--- config.mk ---
export PLATFORM = sky130hd
export DESIGN_NAME = pipeline_hazard_ctrl_flat
export DESIGN_NICKNAME = d
export VERILOG_FILES = /design/src/rtl/pipeline_hazard_ctrl_if.sv /design/src/rtl/pipeline_hazard_ctrl.sv /design/src/flat_wrapper.sv
export SDC_FILE = /design/constraint.sdc
export NUM_CORES = 1
export LEC_CHECK = 0
export CAP_MARGIN = 20
export CORE_MARGIN = 2
export CORE_UTILIZATION = 30
export CTS_CLUSTER_SIZE = 24
export DETAILED_ROUTE_END_ITERATION = 10
export PLACE_DENSITY_LB_ADDON = 0.2
export RECOVER_POWER = 25
export SYNTH_ARGS = -nofsm -noshare
export SYNTH_HDL_FRONTEND = slang
export SYNTH_SLANG_ARGS = --single-unit
--- constraint.sdc ---
create_clock -name clk -period 4.7 [get_ports clk]
set_input_delay 0.94 -clock clk [delete_from_list [all_inputs] [get_ports clk]]
set_output_delay 0.94 -clock clk [all_outputs]
set_load 0.02 [all_outputs]
--- src/rtl/pipeline_hazard_ctrl_if.sv ---
// ---------------------------------------------------------------------------
// pipeline_hazard_ctrl_if
// Bundles the dispatch-stage, exec-stage, cache and UART signals seen by the
// hazard controller, together with the pipeline controls it returns.
//
// Handshake semantics:
//   The dispatch instruction is a valid/ready transfer. issue_valid is the
//   valid side. The ready side is ~stall & ~flush & ~io_stall. The
//   instruction is accepted only in a cycle where both sides are high. While
//   it is not accepted, the dispatch stage must hold issue_valid and all
//   instruction fields stable.
//   The UART side is consumed as level signals. rx_valid means a received
//   byte is present. tx_ready means the transmitter can take a byte.
//
// Modports:
//   master - drives the instruction/status inputs, observes the controls
//   slave  - the hazard controller itself
// io_wait is a debug view of the I/O FSM state (1 = WAIT).
// ---------------------------------------------------------------------------
interface pipeline_hazard_ctrl_if;
   logic       issue_valid;
   logic [4:0] rs1;
   logic [4:0] rs2;
   logic [4:0] rs3;
   logic [2:0] uses_rs;
   logic [2:0] rs_fpu;
   logic [4:0] rd;
   logic       reg_write;
   logic       fpu_reg_write;
   logic       long_alu_en;
   logic       long_fpu_en;
   logic       branch_mispredict;
   logic       cache_busy;
   logic       input_en;
   logic       output_en;
   logic       rx_valid;
   logic       tx_ready;
   logic       stall;
   logic       flush;
   logic       io_stall;
   logic       io_wait;

   modport master (
      output issue_valid, rs1, rs2, rs3, uses_rs, rs_fpu, rd, reg_write,
             fpu_reg_write, long_alu_en, long_fpu_en, branch_mispredict,
             cache_busy, input_en, output_en, rx_valid, tx_ready,
      input  stall, flush, io_stall, io_wait
   );

   modport slave (
      input  issue_valid, rs1, rs2, rs3, uses_rs, rs_fpu, rd, reg_write,
             fpu_reg_write, long_alu_en, long_fpu_en, branch_mispredict,
             cache_busy, input_en, output_en, rx_valid, tx_ready,
      output stall, flush, io_stall, io_wait
   );
endinterface

--- src/rtl/pipeline_hazard_ctrl.sv ---
// ---------------------------------------------------------------------------
// pipeline_hazard_ctrl
// Generates stall / flush / io_stall for every pipeline register stage.
//   - Per-register countdown scoreboards detect RAW hazards on results that
//     are still in flight in the long ALU/FPU. There are 32 integer and
//     32 FP scoreboard entries.
//   - A busy counter detects the structural hazard on the non-pipelined long
//     ALU.
//   - A flush counter stretches a mispredict into FLUSH_CYCLES bubble cycles.
//   - A two-state FSM holds the pipeline while a UART in/out op waits.
// Ports:
//   clk - clock
//   rst - synchronous active-high reset
//   hz  - slave side of pipeline_hazard_ctrl_if (dispatch fields, status
//         inputs, stall/flush/io_stall outputs, io_wait debug state)
// All outputs are combinational from registered state and current inputs.
// ---------------------------------------------------------------------------
module pipeline_hazard_ctrl #(
   parameter int LONG_ALU_LAT = 4,
   parameter int LONG_FPU_LAT = 6,
   parameter int FLUSH_CYCLES = 2
) (
   input  logic                    clk,
   input  logic                    rst,
   pipeline_hazard_ctrl_if.slave   hz
);

   localparam int MAX_LAT = (LONG_ALU_LAT > LONG_FPU_LAT) ? LONG_ALU_LAT : LONG_FPU_LAT;
   localparam int CW      = $clog2(MAX_LAT + 1);
   localparam int FW      = $clog2(FLUSH_CYCLES + 1);

   // The issue cycle is the first latency cycle. A counter therefore holds
   // the number of further cycles a consumer must wait: LAT-1 after issue.
   // For example, a 4-cycle unit stalls a back-to-back reader for 3 cycles.
   localparam logic [CW-1:0] ALU_LOAD   = CW'(LONG_ALU_LAT - 1);
   localparam logic [CW-1:0] FPU_LOAD   = CW'(LONG_FPU_LAT - 1);
   localparam logic [FW-1:0] FLUSH_LOAD = FW'(FLUSH_CYCLES - 1);

   typedef enum logic {IO_IDLE = 1'b0, IO_WAIT = 1'b1} io_state_t;

   logic [CW-1:0] int_cnt [32];
   logic [CW-1:0] fp_cnt  [32];
   logic [CW-1:0] busy_cnt;
   logic [FW-1:0] flush_cnt;
   io_state_t     io_state;

   logic [4:0] rs_arr [3];
   logic       raw_haz;
   logic       struct_haz;
   logic       mem_haz;
   logic       flush_c;
   logic       io_pending;
   logic       io_stall_c;
   logic       stall_c;
   logic       accept;

   always_comb begin
      rs_arr[0] = hz.rs1;
      rs_arr[1] = hz.rs2;
      rs_arr[2] = hz.rs3;
   end

   // RAW: any read source whose selected file entry is still counting down.
   always_comb begin
      raw_haz = 1'b0;
      for (int i = 0; i < 3; i++) begin
         if (hz.issue_valid && hz.uses_rs[i]) begin
            if (hz.rs_fpu[i]) begin
               if (fp_cnt[rs_arr[i]] != '0) raw_haz = 1'b1;
            end else if (rs_arr[i] != 5'd0) begin
               if (int_cnt[rs_arr[i]] != '0) raw_haz = 1'b1;
            end
         end
      end
   end

   assign struct_haz = hz.issue_valid & hz.long_alu_en & (busy_cnt != '0);
   assign mem_haz    = hz.cache_busy;

   // Priority: rst > flush > io_stall > stall.
   assign flush_c    = ~rst & (hz.branch_mispredict | (flush_cnt != '0));
   assign io_pending = hz.issue_valid &
                       ((hz.input_en & ~hz.rx_valid) | (hz.output_en & ~hz.tx_ready));
   // The expression is the same in both FSM states. In IDLE it is the
   // triggering cycle. In WAIT it holds until the UART condition clears.
   assign io_stall_c = ~rst & ~flush_c & io_pending;
   assign stall_c    = ~rst & (raw_haz | struct_haz | mem_haz) & ~flush_c & ~io_stall_c;
   assign accept     = hz.issue_valid & ~stall_c & ~flush_c & ~io_stall_c;

   assign hz.stall    = stall_c;
   assign hz.flush    = flush_c;
   assign hz.io_stall = io_stall_c;
   assign hz.io_wait  = (io_state == IO_WAIT);

   always_ff @(posedge clk) begin
      if (rst) begin
         for (int i = 0; i < 32; i++) begin
            int_cnt[i] <= '0;
            fp_cnt[i]  <= '0;
         end
         busy_cnt  <= '0;
         flush_cnt <= '0;
         io_state  <= IO_IDLE;
      end else begin
         // Free-running countdown, independent of the pipeline controls.
         for (int i = 0; i < 32; i++) begin
            if (int_cnt[i] != '0) int_cnt[i] <= int_cnt[i] - CW'(1);
            if (fp_cnt[i] != '0)  fp_cnt[i]  <= fp_cnt[i] - CW'(1);
         end
         if (busy_cnt != '0) busy_cnt <= busy_cnt - CW'(1);

         // Loads on accepted issue override the decrement above.
         if (accept && hz.long_alu_en) begin
            busy_cnt <= ALU_LOAD;
            if (hz.reg_write && hz.rd != 5'd0) int_cnt[hz.rd] <= ALU_LOAD;
         end
         if (accept && hz.long_fpu_en) begin
            if (hz.fpu_reg_write)
               fp_cnt[hz.rd] <= FPU_LOAD;
            else if (hz.reg_write && hz.rd != 5'd0)
               int_cnt[hz.rd] <= FPU_LOAD;
         end

         // A mispredict flushes combinationally in its own cycle. The counter
         // covers the remaining bubble cycles. A new mispredict reloads it.
         if (hz.branch_mispredict)
            flush_cnt <= FLUSH_LOAD;
         else if (flush_cnt != '0)
            flush_cnt <= flush_cnt - FW'(1);

         case (io_state)
            IO_IDLE: if (io_pending && !flush_c) io_state <= IO_WAIT;
            IO_WAIT: if (flush_c || !io_pending) io_state <= IO_IDLE;
            default: io_state <= IO_IDLE;
         endcase
      end
   end

endmodule

--- src/flat_wrapper.sv ---
// flat-port wrapper written by rule: the top's interface ports become plain ports
module pipeline_hazard_ctrl_flat 
#(
   parameter int LONG_ALU_LAT = 4,
   parameter int LONG_FPU_LAT = 6,
   parameter int FLUSH_CYCLES = 2
)
  (clk, rst, hz_issue_valid, hz_rs1, hz_rs2, hz_rs3, hz_uses_rs, hz_rs_fpu, hz_rd, hz_reg_write, hz_fpu_reg_write, hz_long_alu_en, hz_long_fpu_en, hz_branch_mispredict, hz_cache_busy, hz_input_en, hz_output_en, hz_rx_valid, hz_tx_ready, hz_stall, hz_flush, hz_io_stall, hz_io_wait);
  pipeline_hazard_ctrl_if hz_i ();
  input  logic clk;
  input  logic rst;
  input wire logic [$bits(hz_i.issue_valid)-1:0] hz_issue_valid;
  input wire logic [$bits(hz_i.rs1)-1:0] hz_rs1;
  input wire logic [$bits(hz_i.rs2)-1:0] hz_rs2;
  input wire logic [$bits(hz_i.rs3)-1:0] hz_rs3;
  input wire logic [$bits(hz_i.uses_rs)-1:0] hz_uses_rs;
  input wire logic [$bits(hz_i.rs_fpu)-1:0] hz_rs_fpu;
  input wire logic [$bits(hz_i.rd)-1:0] hz_rd;
  input wire logic [$bits(hz_i.reg_write)-1:0] hz_reg_write;
  input wire logic [$bits(hz_i.fpu_reg_write)-1:0] hz_fpu_reg_write;
  input wire logic [$bits(hz_i.long_alu_en)-1:0] hz_long_alu_en;
  input wire logic [$bits(hz_i.long_fpu_en)-1:0] hz_long_fpu_en;
  input wire logic [$bits(hz_i.branch_mispredict)-1:0] hz_branch_mispredict;
  input wire logic [$bits(hz_i.cache_busy)-1:0] hz_cache_busy;
  input wire logic [$bits(hz_i.input_en)-1:0] hz_input_en;
  input wire logic [$bits(hz_i.output_en)-1:0] hz_output_en;
  input wire logic [$bits(hz_i.rx_valid)-1:0] hz_rx_valid;
  input wire logic [$bits(hz_i.tx_ready)-1:0] hz_tx_ready;
  output wire logic [$bits(hz_i.stall)-1:0] hz_stall;
  output wire logic [$bits(hz_i.flush)-1:0] hz_flush;
  output wire logic [$bits(hz_i.io_stall)-1:0] hz_io_stall;
  output wire logic [$bits(hz_i.io_wait)-1:0] hz_io_wait;
  assign hz_i.issue_valid = hz_issue_valid;
  assign hz_i.rs1 = hz_rs1;
  assign hz_i.rs2 = hz_rs2;
  assign hz_i.rs3 = hz_rs3;
  assign hz_i.uses_rs = hz_uses_rs;
  assign hz_i.rs_fpu = hz_rs_fpu;
  assign hz_i.rd = hz_rd;
  assign hz_i.reg_write = hz_reg_write;
  assign hz_i.fpu_reg_write = hz_fpu_reg_write;
  assign hz_i.long_alu_en = hz_long_alu_en;
  assign hz_i.long_fpu_en = hz_long_fpu_en;
  assign hz_i.branch_mispredict = hz_branch_mispredict;
  assign hz_i.cache_busy = hz_cache_busy;
  assign hz_i.input_en = hz_input_en;
  assign hz_i.output_en = hz_output_en;
  assign hz_i.rx_valid = hz_rx_valid;
  assign hz_i.tx_ready = hz_tx_ready;
  assign hz_stall = hz_i.stall;
  assign hz_flush = hz_i.flush;
  assign hz_io_stall = hz_i.io_stall;
  assign hz_io_wait = hz_i.io_wait;
  pipeline_hazard_ctrl #(.LONG_ALU_LAT(LONG_ALU_LAT), .LONG_FPU_LAT(LONG_FPU_LAT), .FLUSH_CYCLES(FLUSH_CYCLES)) u_core (.clk(clk), .rst(rst), .hz(hz_i));
endmodule
==> results of run 1 <==
==> through the flow <==
stage          setup slack [ps]  setup TNS, ps
3_5_place_dp             -564.5         -564.5
3_3_place_gp             -612.2         -612.2
4_1_cts                   11.90              0
6_report                  145.5              0
5_1_grt                   35.61              0
2_1_floorplan             479.2              0
==> cell type report <==
| class | count | area, sq um |
|---|---|---|
| clock buffers | 22 | 496.7 |
| fillers | 4894 | 30860 |
| repair buffers | 156 | 1444 |
| diodes | 1 | 2.502 |
| multi-input cells | 1236 | 8783 |
| inverters | 184 | 693.2 |
| clock inverters | 10 | 88.84 |
| well taps | 615 | 769.5 |
| flip-flops and latches | 198 | 4604 |
==> cells by family after synthesis <==
group,Yosys count
adders and majority gates,131
buffers and inverters,279
muxes,56
AOI/OAI and AO/OA,367
and+or+nand+nor,616
DFF,198
xor gates and xnor gates,66
==> how the worst min path moves through the flow <==
stage,startpoint,to,cells after the start
after floorplan,u_core.busy_cnt[2]$_SDFFE_PP0N_,u_core.busy_cnt[2]$_SDFFE_PP0N_,2
after global placement,u_core.busy_cnt[2]$_SDFFE_PP0N_,u_core.busy_cnt[2]$_SDFFE_PP0N_,2
after detailed placement,u_core.busy_cnt[2]$_SDFFE_PP0N_,u_core.busy_cnt[2]$_SDFFE_PP0N_,2
after CTS,u_core.flush_cnt[1]$_SDFFE_PP0P_,u_core.flush_cnt[1]$_SDFFE_PP0P_,2
after global routing,u_core.busy_cnt[2]$_SDFFE_PP0N_,u_core.busy_cnt[2]$_SDFFE_PP0N_,2
final,u_core.flush_cnt[1]$_SDFFE_PP0P_,u_core.flush_cnt[1]$_SDFFE_PP0P_,2
==> repair_timing <==
action,4_1_cts,5_1_grt
pin swaps,2,2
setup endpoints to repair,1,1
resized for setup,11,6
buffers inserted,1,3
endpoints found under the hold margin,0,0
==> power groups by stage <==
stage | clock network (mW) | registers, mW | logic, mW
finish | 1.53 | 3.48 | 5.48
global route | 1.63 | 3.59 | 6.24
CTS | 1.57 | 3.45 | 5.48
detailed placement | 0 | 3.48 | 5.42
global placement | 0 | 3.48 | 5.30
floorplan | 0 | 3.18 | 4.13
==> flip-flops by register name (all words and copies together) (netlist names) <==
name,cells
u_core.hz.io_wait,1
u_core.flush_cnt,2
u_core.fp_cnt,96
u_core.int_cnt,96
u_core.busy_cnt,3
==> cells in the mapped netlist, drive strengths merged, types with 4 or more instances <==
library cell / number
nand3: 37
a2111oi: 11
nor4b: 5
o31ai: 5
o211ai: 4
or4b: 4
inv: 183
or2: 22
and2: 4
nor2: 122
nor4: 79
o22ai: 51
xnor2: 37
xor2: 29
o41ai: 5
a211oi: 54
o31a: 10
or4: 4
ha: 131
nand2b: 35
buf: 43
a21oi: 92
nor3b: 4
mux2i: 39
edfxtp: 64
dfxtp: 134
a21o: 31
mux4: 15
nor3: 90
a31oi: 7
nand3b: 35
or3: 67
clkbuf: 52
o21ai: 72
nor2b: 26
nand2: 69
==> worst max-delay path: cells and delay by family <==
kind | cells | cell delay (ps)
compound gates | 5 | 690
buf+inv | 4 | 900
mux | 1 | 280
simple gates | 2 | 780
==> layer usage <==
metal	vias to the layer above	global-route usage (%)	wire length, um
li1	6353	-	-
met1	6317	26.63	22520
met2	348	31.76	22050
met3	49	2.597	2464
met4	0	5.914	1049
met5	-	0	0
==> results.md, run 1 <==
- DRC violations left: 0
- RSZ-0062 raised after global routing: no
- Final Non-Filler Cells: between 2,000 and 2,500
- Final setup violation count: 0
- R2r startpoint: u_core.fp_cnt[27][0]$_SDFFE_PP1P_
- Num CTS Buffers: 17
- Worst Max-Slew Pin Slew: about 3600 ps
- Most frequent cells in the layout: 183 x inv_1, 134 x dfxtp_1, 131 x ha_1, 122 x nor2_1, 98 x buf_4
- Core area: about 48,000 sq um
- Leakage: between 6 and 7 nW
- Antenna Nets Post-Route: 0
- Max_cap viols: 1
- Vias in the first global route: approximately 13,000
- Synth Area in XOR/XNOR: under 10%
- Layout cells sized above 1: approximately 12%
- Root Buffer: clkbuf_16
- Worst Hold Class: flip-flop to flip-flop
- Vias per std cell: around 5.4
- Flop pwr share: roughly a third
- Clk_lat worst skew: 480 ps
- Crit end category: output port
- Drt pass-1 iters: 5
- Count of different cell masters after synthesis: 75
- Fin crit share: between 90 and 100%
- Crit path launch: hz_rs3[0]
- Seq cells post-synth: 198
- CTS tree: done
- Hold Violations, Final: 0
- Upper clock frequency limit: between 200 and 250 MHz
- Most common cell after layout, fill and taps aside: inv_1
- Failing checks: capacitance limit, slew limit
- Clock share of power: 14.6%
- Crit Path Category: input pin to output port
- Io pins: 43
- Final core utilization: between 30% and 40%
- Placed cell area: 16,250 sq um
- Cell-internal power: about 6.0 mW
- CTS Hold Bufs: 0
- Compound-Gate Fraction of Synth Area: between 10% and 20%
- Crit-path most repeated cell: a21oi_1
- Switching pwr: 4.484 mW
- Power Density: approximately 620 nW/um^2
- Gate power share: a little over half
- Synth Area in Adders: between 10% and 20%
- IO Port Bufs: 42
- Final hold slack: roughly 530 ps
- Area grow syn2layout: 16.23%
- Mux contribution to synthesized area: slightly above 5%
- Nets: 1,963
- Post-Syn Area: about 15,000 sq um
- GRT Total Usage: between 15 and 20%
- Initial Util: a little under a third
- Yosys warns: 0
- Crit path max fanout: 21
- GRT overflow: 0
- Crit path to: hz_stall
- Syn_nets: approximately 1,900
- Critical Path, Cell by Cell: clkdlybuf4s50_1, buf_12, or4b_2, o31a_1, a21oi_1, mux4_2, nor2b_4, o311ai_4, o21ai_4, buf_4, a21oi_1, buf_2
- Worst R2R Setup Slack: roughly 1000 ps
- Worst vdd ir: about 0.00022 V
- EDFF count, synth: 64
- Synthesized area per cell: roughly 8.5 sq um
- WL/cell: 19.85 um
- Drt total wl: approximately 48 mm
- HPWL after DPL: about 36 mm
- Final total power: between 10 and 15 mW
- Longest Clk Path Bufs: 2
- Run status: complete, but fails checks
- Largest family of logic cells by synthesized area: simple AND/OR/NAND/NOR gates
- Synth top area share: between 10% and 20%
- Placed Cells: between 2,000 and 2,500
- Total number of vias: 13,070
- Arrival time at the worst endpoint: around 3600 ps
- Relative slew margins: -138.0%
- H-tree lvl count: 4
- Sink Count: between 150 and 200
- Mapped Cells: ~1,700
- Pins Over Slew Limit: 183
- Worst reg2reg path endpoint: u_core.int_cnt[15][2]$_DFFE_PP_
- Area of the die: between 50,000 and 60,000 sq um
- Worst path required time: 3760 ps
- Die Span Y: 224.0 um
- Switching Share: 42.75%
- Worst-path cell with the longest stage delay: or4b_2
- Asr flop ratio synth: 0%
- Most common flop cell mapped by yosys: dfxtp_1
- Post-synthesis simple-gate area fraction: between 20% and 30%
- Synth top area cells: dfxtp_1 18%, edfxtp_1 13%, ha_1 11%, inv_1 4.7%, nor4_1 3.3%
- Worst path max stage delay: ~620 ps
- Clock slew at reported path FFs: around 80 ps
- Fin crit period: ~4600 ps
- Seq/Total Area, Yosys: between 30% and 40%
- RePlAce Congestion: between 0.9 and 1
- Cell taking the most area after synthesis: dfxtp_1
- Post-route design area: 16,880 sq um
- Initial antenna violation count: 3
- Rows: 80
- First-pass GRT wire length: between 70 and 80 mm
- Clock skew: between 15 and 20 ps
- Pin count of the biggest net entering global routing: ~180
- Startpoint types: input pin
- Die width: between 200 and 250 um
- Worst-case reg-to-reg path depth: 9
- Iter 0 DRT Violations: between 1,000 and 1,500
Note: power is estimated with default switching activity, not from simulation.
==> run 2: changes to the inputs <==
--- a/config.mk
+++ b/config.mk
@@ -7,7 +7,7 @@
 export LEC_CHECK = 0
 export CAP_MARGIN = 20
 export CORE_MARGIN = 2
-export CORE_UTILIZATION = 30
+export CORE_UTILIZATION = 63
 export CTS_CLUSTER_SIZE = 24
 export DETAILED_ROUTE_END_ITERATION = 10
 export PLACE_DENSITY_LB_ADDON = 0.2
==> results.md, run 2 (synthesis gave the netlist of run 1 again) <==
- CTS Hold Bufs: 0
- Num CTS Buffers: 17
- Pin count of the biggest net entering global routing: roughly 230
- Worst path required time: about 3800 ps
- CTS tree: done
- Crit path max fanout: 9
- HP Start: u_core.flush_cnt[1]$_SDFFE_PP0P_
- Crit Path Category: input pin to output port
- Drt pass-1 iters: 6
- Drt total wl: 42.76 mm
- Power Density: about 650 nW/um^2
- Worst path max stage delay: ~420 ps
- First-pass GRT wire length: around 67 mm
- Nets: around 1,900
- Vias in the first global route: 12,590
- Crit-path leading delay family: buffers and inverters
- Die width: ~160 um
- Crit path launch: hz_rs1[0]
- Fin crit period: 4626 ps
- Most frequent cells in the layout: 183 x inv_1, 134 x dfxtp_1, 131 x ha_1, 122 x nor2_1, 91 x a21oi_1
- Final total power: about 11 mW
- Run status: complete, but fails checks
- Initial Util: around 64%
- Upper clock frequency limit: between 200 and 250 MHz
- Crit-path most repeated cell: buf_4
- WL/cell: 20.65 um
- Worst Max-Slew Pin Slew: 2407 ps
- Final setup violation count: 0
- HPWL after DPL: roughly 31 mm
- Clock slew at reported path FFs: around 80 ps
- Total number of vias: 13,490
- Iter 0 DRT Violations: about 1,600
- R2r startpoint: u_core.fp_cnt[26][0]$_SDFFE_PP1P_
- Worst Hold Class: flip-flop to flip-flop
- H-tree lvl count: 4
- Relative slew margins: -60.50%
- Hold Violations, Final: 0
- Clk_lat worst skew: 450 ps
- Final hold slack: ~520 ps
- Area grow syn2layout: 11.72%
- Most common cell after layout, fill and taps aside: inv_1
- Top flop regs: u_core.fp_cnt x96, u_core.int_cnt x96, u_core.busy_cnt x3
- Initial antenna violation count: 1
- Post-CTS setup buffers: 0
- DRC violations left: 0
- Worst-path cell with the longest stage delay: clkdlybuf4s50_1
- IO Port Bufs: 42
- Sink Count: 198
- Clock skew: around 15 ps
- Area of the die: between 20,000 and 25,000 sq um
- Rows: 55
- GRT Total Usage: between 30% and 40%
- Antenna Nets Post-Route: 0
- Max_cap viols: 1
- Crit end category: output port
- Root Buffer: clkbuf_16
- GRT overflow: 0
- Fin crit share: a little over nine tenths
- Leakage: ~6.6 nW
- Longest Clk Path Bufs: 2
- Worst vdd ir: approximately 0.00036 V
- Startpoint types: input pin
- Die Span Y: roughly 160 um
- Failing checks: capacitance limit, slew limit
- Core area: between 20,000 and 25,000 sq um
- Buf/Inv on CP: 6
- Critical Path, Cell by Cell: clkdlybuf4s50_1, buf_4, buf_4, nand2_2, buf_4, a211oi_1, nor3_1, a211oi_1, o311a_1, or2_2, o21ai_1, buf_4, a21oi_1, clkdlybuf4s15_1
- Pins Over Slew Limit: between 200 and 250
- Vias per std cell: 6.514
- RePlAce Congestion: 1.040
- Arrival time at the worst endpoint: between 3000 and 4000 ps
- Io pins: 43
- Layout cells sized above 1: a little over a tenth
-- run 2: cell types whose count changed in the layout (fill, tap and decap cells not counted), moves of 3 or more --
cell | before | now
or3_1 | 61 | 67
inv_8 | 0 | 4
buf_12 | 14 | 6
clkinv_2 | 3 | 0
clkdlybuf4s50_1 | 35 | 32
buf_4 | 98 | 81
or3_4 | 6 | 0
-- run 2: final timing paths --
check             slack, ps  cells past startpoint                          endpoint
setup reg to reg        910                     10  u_core.fp_cnt[8][1]$_SDFFE_PP0P_
hold reg to reg         520                      2  u_core.flush_cnt[1]$_SDFFE_PP0P_
hold / removal          520                      2  u_core.flush_cnt[1]$_SDFFE_PP0P_
setup / recovery         70                     14                          hz_stall
-- run 2: area by class of cell --
class | instances | area, sq um
Inverter | 184 | 693.2
Fill cell | 1763 | 6412
Clock buffer | 21 | 481.7
Tap cell | 285 | 356.6
Sequential cell | 198 | 4604
Clock inverter | 11 | 131.4
Antenna cell | 1 | 2.502
Multi-Input combinational cell | 1236 | 8767
Timing Repair Buffer | 135 | 1191
-- run 2: worst register-to-register path: stages (launching register included) --
cell and delay, ps:
dfxtp_1 350, nor3_1 600, a211oi_1 190, o41ai_2 370
a21oi_1 80, o311a_1 340, buf_4 140, nor3_1 370
nor2b_1 240, clkbuf_1 690, a211oi_1 180
-- run 2: layer usage --
| metal | share of wire (%) | GRT usage, % | routed length, um | vias up |
|---|---|---|---|---|
| met1 | 41 | 47.20 | 17710 | 6391 |
| met2 | 45 | 56.30 | 19200 | 650 |
| met5 | 0 | 0 | 0 | - |
| li1 | - | - | - | 6318 |
| met3 | 9.0 | 5.833 | 3867 | 132 |
| met4 | 4.6 | 16.16 | 1984 | 0 |
-- run 2: per-stage QoR --
stage               cells  utilization [%]  setup WS, ps  instance area, sq um  TNS [ps]
finish               2071            71.68         74.22                 16230         0
global route         2070            71.67        -14.93                 16230    -14.93
CTS                  2070            71.72         10.74                 16240         0
detailed placement   2038            68.94        -340.3                 15610    -340.3
global placement     2038            68.94        -343.9                 15610    -343.9
floorplan            1713                -         479.2                 14530         0
-- run 2: where the power goes --
group / total (mW) / switching [mW] / internal (mW) / leakage (nW)
Sequential: 3.46 / 0.816 / 2.64 / 1.83
Combinational: 5.50 / 2.97 / 2.53 / 4.46
Clock: 1.55 / 0.737 / 0.816 / 0.300
Total: 10.5 / 4.52 / 5.99 / 6.59
-- run 2: repair_timing --
action | in CTS | in global routing
cloned | 0 | 0
endpoints found under the setup margin | 1 | 1
resized for setup | 6 | 19
pin swaps | 2 | 5
==> run 3: changes to the inputs <==
--- a/config.mk
+++ b/config.mk
@@ -7,7 +7,7 @@
 export LEC_CHECK = 0
 export CAP_MARGIN = 20
 export CORE_MARGIN = 2
-export CORE_UTILIZATION = 63
+export CORE_UTILIZATION = 57
 export CTS_CLUSTER_SIZE = 24
 export DETAILED_ROUTE_END_ITERATION = 10
 export PLACE_DENSITY_LB_ADDON = 0.2
==> constraint.sdc (replaced) <==
create_clock -name clk -period 4.18 [get_ports clk]
set_input_delay 0.836 -clock clk [delete_from_list [all_inputs] [get_ports clk]]
set_output_delay 0.836 -clock clk [all_outputs]
set_load 0.02 [all_outputs]
==> results.md, run 3 (synthesis gave the netlist of run 1 again) <==
- Die width: 163.6 um
- Pins Over Slew Limit: between 100 and 150
- Nets: 1,980
- Area of the multi-input gates: 8833 sq um
- Clock skew: roughly 17 ps
- Layout cells sized above 1: around an eighth
- Iter 0 DRT Violations: ~1,500
- Final hold slack: 525.8 ps
- Clock slew at reported path FFs: ~80 ps
- Pin count of the biggest net entering global routing: between 70 and 80
- Fin crit period: roughly 4100 ps
- Area of the die: between 20,000 and 30,000 sq um
- RSZ-0062 raised after global routing: no
- Crit end category: output port
- Power Density: 718.5 nW/um^2
- Total negative slack: 0 ps
- Core area: between 20,000 and 30,000 sq um
- Fin crit share: between 90% and 100%
- H-tree lvl count: 4
- Rows: 58
- Worst vdd ir: approximately 0.00037 V
- Run status: complete, but fails checks
- Initial Util: between 50% and 60%
- CTS Hold Bufs: 0
- IO Port Bufs: 42
- Most frequent cells in the layout: 183 x inv_1, 134 x dfxtp_1, 131 x ha_1, 122 x nor2_1, 113 x buf_4
- Longest Clk Path Bufs: 2
- Worst Max-Slew Pin Slew: 2673 ps
- Worst hold path stage count: 2
- Upper clock frequency limit: 241.8 MHz
- Startpoint types: input pin
- HPWL after DPL: 32.67 mm
- Number of cells on the critical path: 12
- Final core utilization: 66.44%
- Antenna Nets Post-Route: 0
- Initial antenna violation count: 1
- Most common cell after layout, fill and taps aside: inv_1
- GRT busiest layer: met2
- First-pass GRT wire length: approximately 70 mm
- Crit Path Category: input pin to output port
- Worst path max stage delay: 470 ps
- # fillers: 2,155
- Drt pass-1 iters: 6
- Critical Path, Cell by Cell: clkdlybuf4s15_1, buf_12, or4_1, o31a_1, a21oi_1, mux4_2, nor2b_4, o311ai_4, o21ai_4, buf_4, a21oi_1, buf_4
- GRT Total Usage: around 34%
- Reg area: 4604 sq um
- Vias per std cell: between 6 and 7
- Hold Violations, Final: 0
- Total number of vias: 13,720
- Relative slew margins: -78.19%
- Num CTS Buffers: 17
- Crit path max fanout: 10
- M1 GR Usage: between 40 and 50%
- Final setup violation count: 0
- Met3 Usage GRT: 5.993%
- Area grow syn2layout: 14.86%
- Sink Count: 198
- Worst Hold Class: flip-flop to flip-flop
- Arrival time at the worst endpoint: between 3000 and 4000 ps
- WL/cell: roughly 21 um
- Worst-case reg-to-reg path depth: 9
- Clk_lat worst skew: roughly 460 ps
- Worst path required time: 3340 ps
- Io pins: 43
- Leakage: approximately 6.8 nW
- Crit-path leading delay family: buffers and inverters
- Drt total wl: roughly 45 mm
- GR Layer Usage met2: between 50% and 60%
- Root Buffer: clkbuf_16
- Max_cap viols: 2
- Die Span Y: approximately 160 um
- Worst-path cell with the longest stage delay: or4_1
- CTS tree: done
- Top flop regs: u_core.fp_cnt x96, u_core.int_cnt x96, u_core.busy_cnt x3
- RePlAce Congestion: 0.9804
- Buf/Inv on CP: 4
- DRC violations left: 0
- Failing checks: capacitance limit, slew limit
- Vias in the first global route: roughly 13,000
- GRT overflow: 0
[run 3: cell types whose count changed in the layout (fill, tap and decap cells not counted), sizes merged]
cell / previous run / this run
clkbuf: 25 / 26
buf: 91 / 126
clkdlybuf4s50: 32 / 30
bufbuf: 0 / 1
clkinv: 3 / 6
[run 3: per-layer routing]
layer,up-vias,routed length [um]
met1,6524,18460
met4,0,2029
met5,-,0
li1,6386,-
met2,684,20120
met3,123,4178
[run 3: tightest hold or removal path: cells and delay by family, from the launching register on]
kind	cells	cell delay, ps
AOI/OAI and AO/OA	1	120
and+or+nand+nor	1	50
DFF	1	320
[run 3: stage by stage]
step | instance area (sq um) | setup slack, ps | total power, mW | std cells
finish | 16680 | 43.91 | 11.99 | 2154
floorplan | 14530 | 167.2 | 8.222 | 1713
global placement | 15960 | -818.7 | 9.705 | 2120
global route | 16680 | 3.364 | 12.92 | 2153
CTS | 16650 | 6.295 | 11.83 | 2153
detailed placement | 15960 | -793.1 | 10.00 | 2120
[run 3: cell type report]
class                      instances  area share, %
clock buffer                      18          2.632
tap                              330          2.475
clock inverter                    14          1.065
antenna                            1        0.01500
timing repair buffer             173          9.120
sequential                       198          27.60
multi-input combinational       1236          52.95
inverter                         184          4.147
[run 3: final timing paths]
kind | slack (ps) | endpoint | from
worst max-delay path | 40 | hz_stall | hz_rs3[0]
worst min-delay path | 530 | u_core.flush_cnt[1]$_SDFFE_PP0P_ | u_core.flush_cnt[1]$_SDFFE_PP0P_
worst max register to register | 520 | u_core.int_cnt[3][1]$_DFFE_PP_ | u_core.int_cnt[28][2]$_DFFE_PP_
worst min register to register | 530 | u_core.flush_cnt[1]$_SDFFE_PP0P_ | u_core.flush_cnt[1]$_SDFFE_PP0P_
[run 3: power breakdown]
part | switching [mW] | internal [mW] | leakage [nW]
clock | 0.880 | 0.879 | 0.297
combinational | 3.40 | 2.93 | 4.68
sequential | 0.924 | 2.97 | 1.83
total | 5.20 | 6.78 | 6.81
[run 3: what timing repair did]
item / CTS / global route
endpoints found under the setup margin: 1 / 1
gates cloned: 1 / 0
pin swaps: 4 / 9
buffers inserted: 0 / 0
resized for setup: 19 / 24
